`config.mk`:
```
export PLATFORM = sky130hd
export DESIGN_NAME = reset_sequencer
export DESIGN_NICKNAME = d
export VERILOG_FILES = /design/src/rtl/reset_sequencer.sv
export SDC_FILE = /design/constraint.sdc
export NUM_CORES = 1
export LEC_CHECK = 0
export BUFFER_PORTS_ARGS = -buffer_cell sky130_fd_sc_hd__buf_4
export CAP_MARGIN = 20
export CORE_AREA = 2 2 46 48
export DETAILED_ROUTE_END_ITERATION = 10
export DIE_AREA = 0 0 48 50
export PLACE_DENSITY_LB_ADDON = 0.25
export SLEW_MARGIN = 20
export SYNTH_ARGS = -nofsm -noshare
export SYNTH_HDL_FRONTEND = slang
export SYNTH_SLANG_ARGS = --single-unit
```
`constraint.sdc`:
```
create_clock -name CLK -period 2.5 [get_ports CLK]
set_input_delay 0.25 -clock CLK [delete_from_list [all_inputs] [get_ports CLK]]
set_output_delay 0.25 -clock CLK [all_outputs]
set_load 0.01 [all_outputs]
```
`src/rtl/reset_sequencer.sv`:
```
// Reset sequencer: synchronizes an async reset, stretches it, then releases
// NUM_CH reset channels one by one in index order, with a software restart.
// Ports:
//   CLK        - rising-edge clock
//   RST        - asynchronous active-high reset
//   SW_RST_REQ - synchronous software reset request
//   SYNC_RST   - per-channel active-high reset, bit 0 released first
//   RST_DONE   - high once every channel is released
//   RST_CAUSE  - source of last reset (0 = RST, 1 = SW_RST_REQ)
module reset_sequencer #(
  parameter int NUM_STAGES  = 2,
  parameter int NUM_CH      = 4,
  parameter int STRETCH_CYC = 16,
  parameter int STAGGER_CYC = 4
) (
  input  logic              CLK,
  input  logic              RST,
  input  logic              SW_RST_REQ,
  output logic [NUM_CH-1:0] SYNC_RST,
  output logic              RST_DONE,
  output logic              RST_CAUSE
);

  localparam int MAXC = (STRETCH_CYC > STAGGER_CYC) ?
                        STRETCH_CYC : STAGGER_CYC;
  localparam int CW   = $clog2(MAXC + 1);
  localparam int IW   = $clog2(NUM_CH) + 1;

  // Software restart counts the full stretch from the request edge.
  localparam logic [CW-1:0] S_M1 = CW'(STRETCH_CYC - 1);
  // Leaving SYNC already consumes one stretch cycle (the edge that
  // sees the chain output high), so load one less.
  localparam logic [CW-1:0] S_M2 =
    CW'((STRETCH_CYC > 1) ? STRETCH_CYC - 2 : 0);
  localparam logic [CW-1:0] T_M1 = CW'(STAGGER_CYC - 1);
  localparam logic [IW-1:0] LAST = IW'(NUM_CH - 1);

  typedef enum logic [1:0] {
    SYNC,
    STRETCH,
    RELEASE,
    RUN
  } state_e;

  state_e            state_q, state_d;
  logic [NUM_STAGES-1:0] sync_q, sync_d;
  logic [CW-1:0]     cnt_q, cnt_d;
  logic [IW-1:0]     idx_q, idx_d;
  logic [NUM_CH-1:0] rst_q, rst_d;
  logic              done_q, done_d;
  logic              cause_q, cause_d;
  logic              sw_hit;
  logic              rel_en;
  logic [IW-1:0]     rel_idx;
  logic              sync_out;

  assign sync_d   = {sync_q[NUM_STAGES-2:0], 1'b1};
  assign sync_out = sync_q[NUM_STAGES-1];

  // State register
  always_ff @(posedge CLK or posedge RST) begin
    if (RST) begin
      state_q <= SYNC;
    end else begin
      state_q <= state_d;
    end
  end

  // Next-state, counter and channel index
  always_comb begin
    state_d = state_q;
    cnt_d   = cnt_q;
    idx_d   = idx_q;
    sw_hit  = 1'b0;
    rel_en  = 1'b0;
    rel_idx = '0;
    unique case (state_q)
      SYNC: begin
        if (sync_out) begin
          if (STRETCH_CYC == 1) begin
            rel_en  = 1'b1;
            state_d = (NUM_CH == 1) ? RUN : RELEASE;
            cnt_d   = T_M1;
            idx_d   = IW'(1);
          end else begin
            state_d = STRETCH;
            cnt_d   = S_M2;
          end
        end
      end
      STRETCH: begin
        if (cnt_q == '0) begin
          rel_en  = 1'b1;
          state_d = (NUM_CH == 1) ? RUN : RELEASE;
          cnt_d   = T_M1;
          idx_d   = IW'(1);
        end else begin
          cnt_d = cnt_q - CW'(1);
        end
      end
      RELEASE: begin
        if (cnt_q == '0) begin
          rel_en  = 1'b1;
          rel_idx = idx_q;
          cnt_d   = T_M1;
          if (idx_q == LAST) begin
            state_d = RUN;
          end else begin
            idx_d = idx_q + IW'(1);
          end
        end else begin
          cnt_d = cnt_q - CW'(1);
        end
      end
      RUN: begin
        state_d = RUN;
      end
    endcase
    // Software request wins over any release on the same edge.
    if (SW_RST_REQ && (state_q != SYNC)) begin
      sw_hit  = 1'b1;
      rel_en  = 1'b0;
      state_d = STRETCH;
      cnt_d   = S_M1;
      idx_d   = '0;
    end
  end

  // Output flop next values
  always_comb begin
    rst_d   = rst_q;
    done_d  = done_q;
    cause_d = cause_q;
    if (sw_hit) begin
      rst_d   = '1;
      done_d  = 1'b0;
      cause_d = 1'b1;
    end else if (rel_en) begin
      for (int k = 0; k < NUM_CH; k++) begin
        if (rel_idx == IW'(k)) begin
          rst_d[k] = 1'b0;
        end
      end
      if (rel_idx == LAST) begin
        done_d = 1'b1;
      end
    end
  end

  // Datapath and output flops
  always_ff @(posedge CLK or posedge RST) begin
    if (RST) begin
      sync_q  <= '0;
      cnt_q   <= '0;
      idx_q   <= '0;
      rst_q   <= '1;
      done_q  <= 1'b0;
      cause_q <= 1'b0;
    end else begin
      sync_q  <= sync_d;
      cnt_q   <= cnt_d;
      idx_q   <= idx_d;
      rst_q   <= rst_d;
      done_q  <= done_d;
      cause_q <= cause_d;
    end
  end

  assign SYNC_RST  = rst_q;
  assign RST_DONE  = done_q;
  assign RST_CAUSE = cause_q;

endmodule

```
==> metrics.md <==
| Metric | Value |
|---|---|
| DRC errors left | 0 |
| Clock Tree Buf Depth | 2 |
| Vias in the first global route | between 600 and 700 |
| Setup_tns | 0 ns |
| Static leakage | 0.473 nW |
| Max Slew Vio Count | 0 |
| WL/cell | 12.8 um |
| Vias | ~750 |
| Final WS setup | 0.539 ns |
| Share of post-route cells with drive strength above 1 | 0.188 |
| Crit. End Element | flip-flop |
| Die area | approximately 2400 um^2 |
| Clock sinks | 18 |
| Peak fanout along the critical path | 5 |
| Mapped Avg Cell Area | 9.71 um^2 |
| Routability congestion estimate | ~0.84 |
| Die X | approximately 48 um |
| Met2 routed WL | between 800 and 900 um |
| #FFs+latches synth | 18 |
| H-Tree Depth | 1 |
| Root Driver | clkbuf_4 |
| Post-DP HPWL | around 1.3 mm |
| Reg clk slew, reported paths | about 0.10 ns |
| Mapped Nets | 110 |
| First-pass GRT wire length | slightly above 3 mm |
| Highest Clock Rate | a little over 0.5 GHz |
| Fin nets | between 100 and 150 |
| GRT Resource Usage Total | 0.180 |
| Post_cts resized | 0 |
| # setup viols final | 0 |
| Core area | ~1900 um^2 |
| Post-DRT Antenna Nets | 0 |
| Area Growth Syn to Fin | 13.0% |
| Netlist cell types | 36 |
| Met1 Wirelength | about 840 um |
| Layout Skew | 0.00426 ns |
| Final min period | 1.96 ns |
| Hold WC Path Type | input pin to async pin |
| Pwr dens | 827 nW/um^2 |
| RSZ-0062 raised after global routing | false |
| Highest Signal Layer | met4 |
| Worst r2r src | cnt_q[0]$_DFFE_PP0P_ |
| Crit-path slowest cell | or4b_1 |
| Synth warn | 0 |
| Total grt overflow | 0 |
| Status | complete, no violations |
| Cell count after synthesis | 100 |
| CTS tree | done |
| Startpoint types | flip-flop |
| Largest stage delay on the critical path | between 0.4 and 0.5 ns |
| Site Rows | 16 |
| Antenna diode count | 0 |
| # port buffers | 8 |
| Number of hold buffers added after cts | 0 |
| Worst EP arrival | ~2.2 ns |
| Fin. Hold Viols | 0 |
| I/O pins | 9 |
| Critical Path RT | 2.71 ns |
| DRT Pass-1 Iters | 4 |
| Post-CTS Setup Inserts | 0 |
| VDD IR-drop max | between 0.4 and 0.5 mV |
| Relative slew slack | 0.570 |
| DR vias/cell | between 5 and 6 |
| Setup CP Type | flip-flop to flip-flop |
| Initial antenna violation count | 0 |
| Max-Cap Viols | 0 |
| Critical path startpoint | cnt_q[0]$_DFFE_PP0P_ |
| Die Height | around 50 um |
| Seq/Total Area, Yosys | 0.469 |
| Register area | approximately 460 um^2 |
| Final worst path period share | 0.784 |
| CP Cell Sequence | inv_1 > ha_1 > or4b_1 > a21o_1 > a31o_1 > a22o_1 |
| Final wirelength | between 1.5 and 2 mm |
| Pin slew with the least headroom to its limit | 0.644 ns |
| Initial detailed-routing violation count | 9 |
| Worst-skew pair later-pin latency | roughly 0.31 ns |
| Met3 WL | ~34 um |
| CTS Buf Count | 3 |
| Mapped cell area | around 970 um^2 |
| Share of the synthesized area in the top cell type | 0.361 |
| Initial Util | 0.511 |
| Multi-input logic area | about 480 um^2 |
| FILL cells | 166 |
| Synth area leaders | dfrtp_1 (36%), dfstp_2 (11%), ha_1 (9.0%), nand2_1 (5.0%), a21oi_1 (3.1%) |
| Synth area leader | dfrtp_1 |
| Dpl ws | approximately 0.56 ns |
| Largest net degree at the start of global routing | 19 |
## logic make-up (layout without fill, tap and decap cells)
group	count (synthesis)	in the layout	synth area share
simple gates	38	38	0.204
mux	1	1	0.0116
flops	18	18	0.469
buf+inv	9	21	0.0361
other cells	1	1	0.00386
compound gates	26	26	0.186
fa+ha+maj	7	7	0.0902
## cell type report
cell class | instances | area share
Clock buffer | 4 | 0.0239
Inverter | 7 | 0.0239
Multi-Input combinational cell | 73 | 0.438
Sequential cell | 18 | 0.415
Tap cell | 27 | 0.0308
Timing Repair Buffer | 10 | 0.0684
## state kept, by name, indices dropped and copies added (netlist names)
register	count
sync_q	2
SYNC_RST	4
state_q	2
idx_q	3
RST_CAUSE	1
RST_DONE	1
cnt_q	5
## worst max-delay path, delay by kind of cell (launching register included)
family / cells / cell delay [ns]
compound gates: 3 / 0.69
fa+ha+maj: 1 / 0.21
buf+inv: 1 / 0.07
flops: 1 / 0.40
simple gates: 1 / 0.48
## synthesized netlist by cell type
cell type / count
o21ai_0: 2
clkbuf_1: 1
nand2b_1: 2
nand2_2: 1
o32a_2: 1
a32oi_1: 1
nor3_1: 2
conb_1: 1
a21oi_1: 6
nor4b_2: 1
and2_1: 1
o22ai_1: 1
nor2_1: 6
nand3b_1: 1
dfstp_2: 4
a22oi_1: 1
o21ai_1: 2
inv_1: 7
nor3b_1: 1
a22o_1: 2
a21o_1: 1
dfrtp_1: 14
buf_2: 1
nand3_1: 4
a21boi_0: 1
nand2_1: 13
ha_1: 7
or4b_1: 1
mux2_2: 1
o21a_1: 2
o22a_1: 3
a31oi_1: 1
o31ai_1: 1
a31o_1: 1
nand4_1: 2
nor2b_1: 3
## metrics by stage
step           hold slack [ns]  area (um^2)  std cells  power (W)  utilization
2_1_floorplan            0.186          971        100   0.000667            -
3_3_place_gp             0.334         1070        135   0.000736        0.563
3_5_place_dp             0.342         1070        135   0.000746        0.563
4_1_cts                 0.0507         1100        139   0.000904        0.577
5_1_grt                 0.0695         1100        139   0.000971        0.577
6_report                0.0190         1100        139   0.000908        0.577
## cell usage in the layout (no fill, tap or decap), types with 2 or more instances in the layout
cell type	instances
dfrtp_1	14
nor2_1	6
o21ai_0	2
inv_1	7
o21ai_1	2
o22a_1	3
a22o_1	2
ha_1	7
nor2b_1	3
dfstp_2	4
nand2b_1	2
a21oi_1	6
nand2_1	13
clkbuf_4	3
nand3_1	4
o21a_1	2
buf_4	10
nand4_1	2
nor3_1	2
## report_power, final
part | switching [W] | internal [W]
sequential | 0.0000478 | 0.000333
clock | 0.0000958 | 0.0000624
combinational | 0.000208 | 0.000161
total | 0.000352 | 0.000556
## worst paths after layout
path,end,slack [ns],cells past startpoint
min in group CLK,RST_DONE$_DFFE_PP0P_,0.36,3
worst min-delay path,RST_DONE$_DFFE_PP0P_,0.02,2
worst max register to register,state_q[1]$_DFFE_PP0P_,0.54,6
max in group asynchronous,sync_q[1]$_DFF_PP0_,2.07,2
worst max-delay path,state_q[1]$_DFFE_PP0P_,0.54,6
worst min register to register,sync_q[1]$_DFF_PP0_,0.36,0
## per-layer routing
layer / vias up / global-route usage
met4: 0 / 0.108
met1: 354 / 0.231
met5: - / 0
met2: 9 / 0.269
li1: 380 / -
met3: 5 / 0.0330
Note: power is estimated with default switching activity, not from simulation.
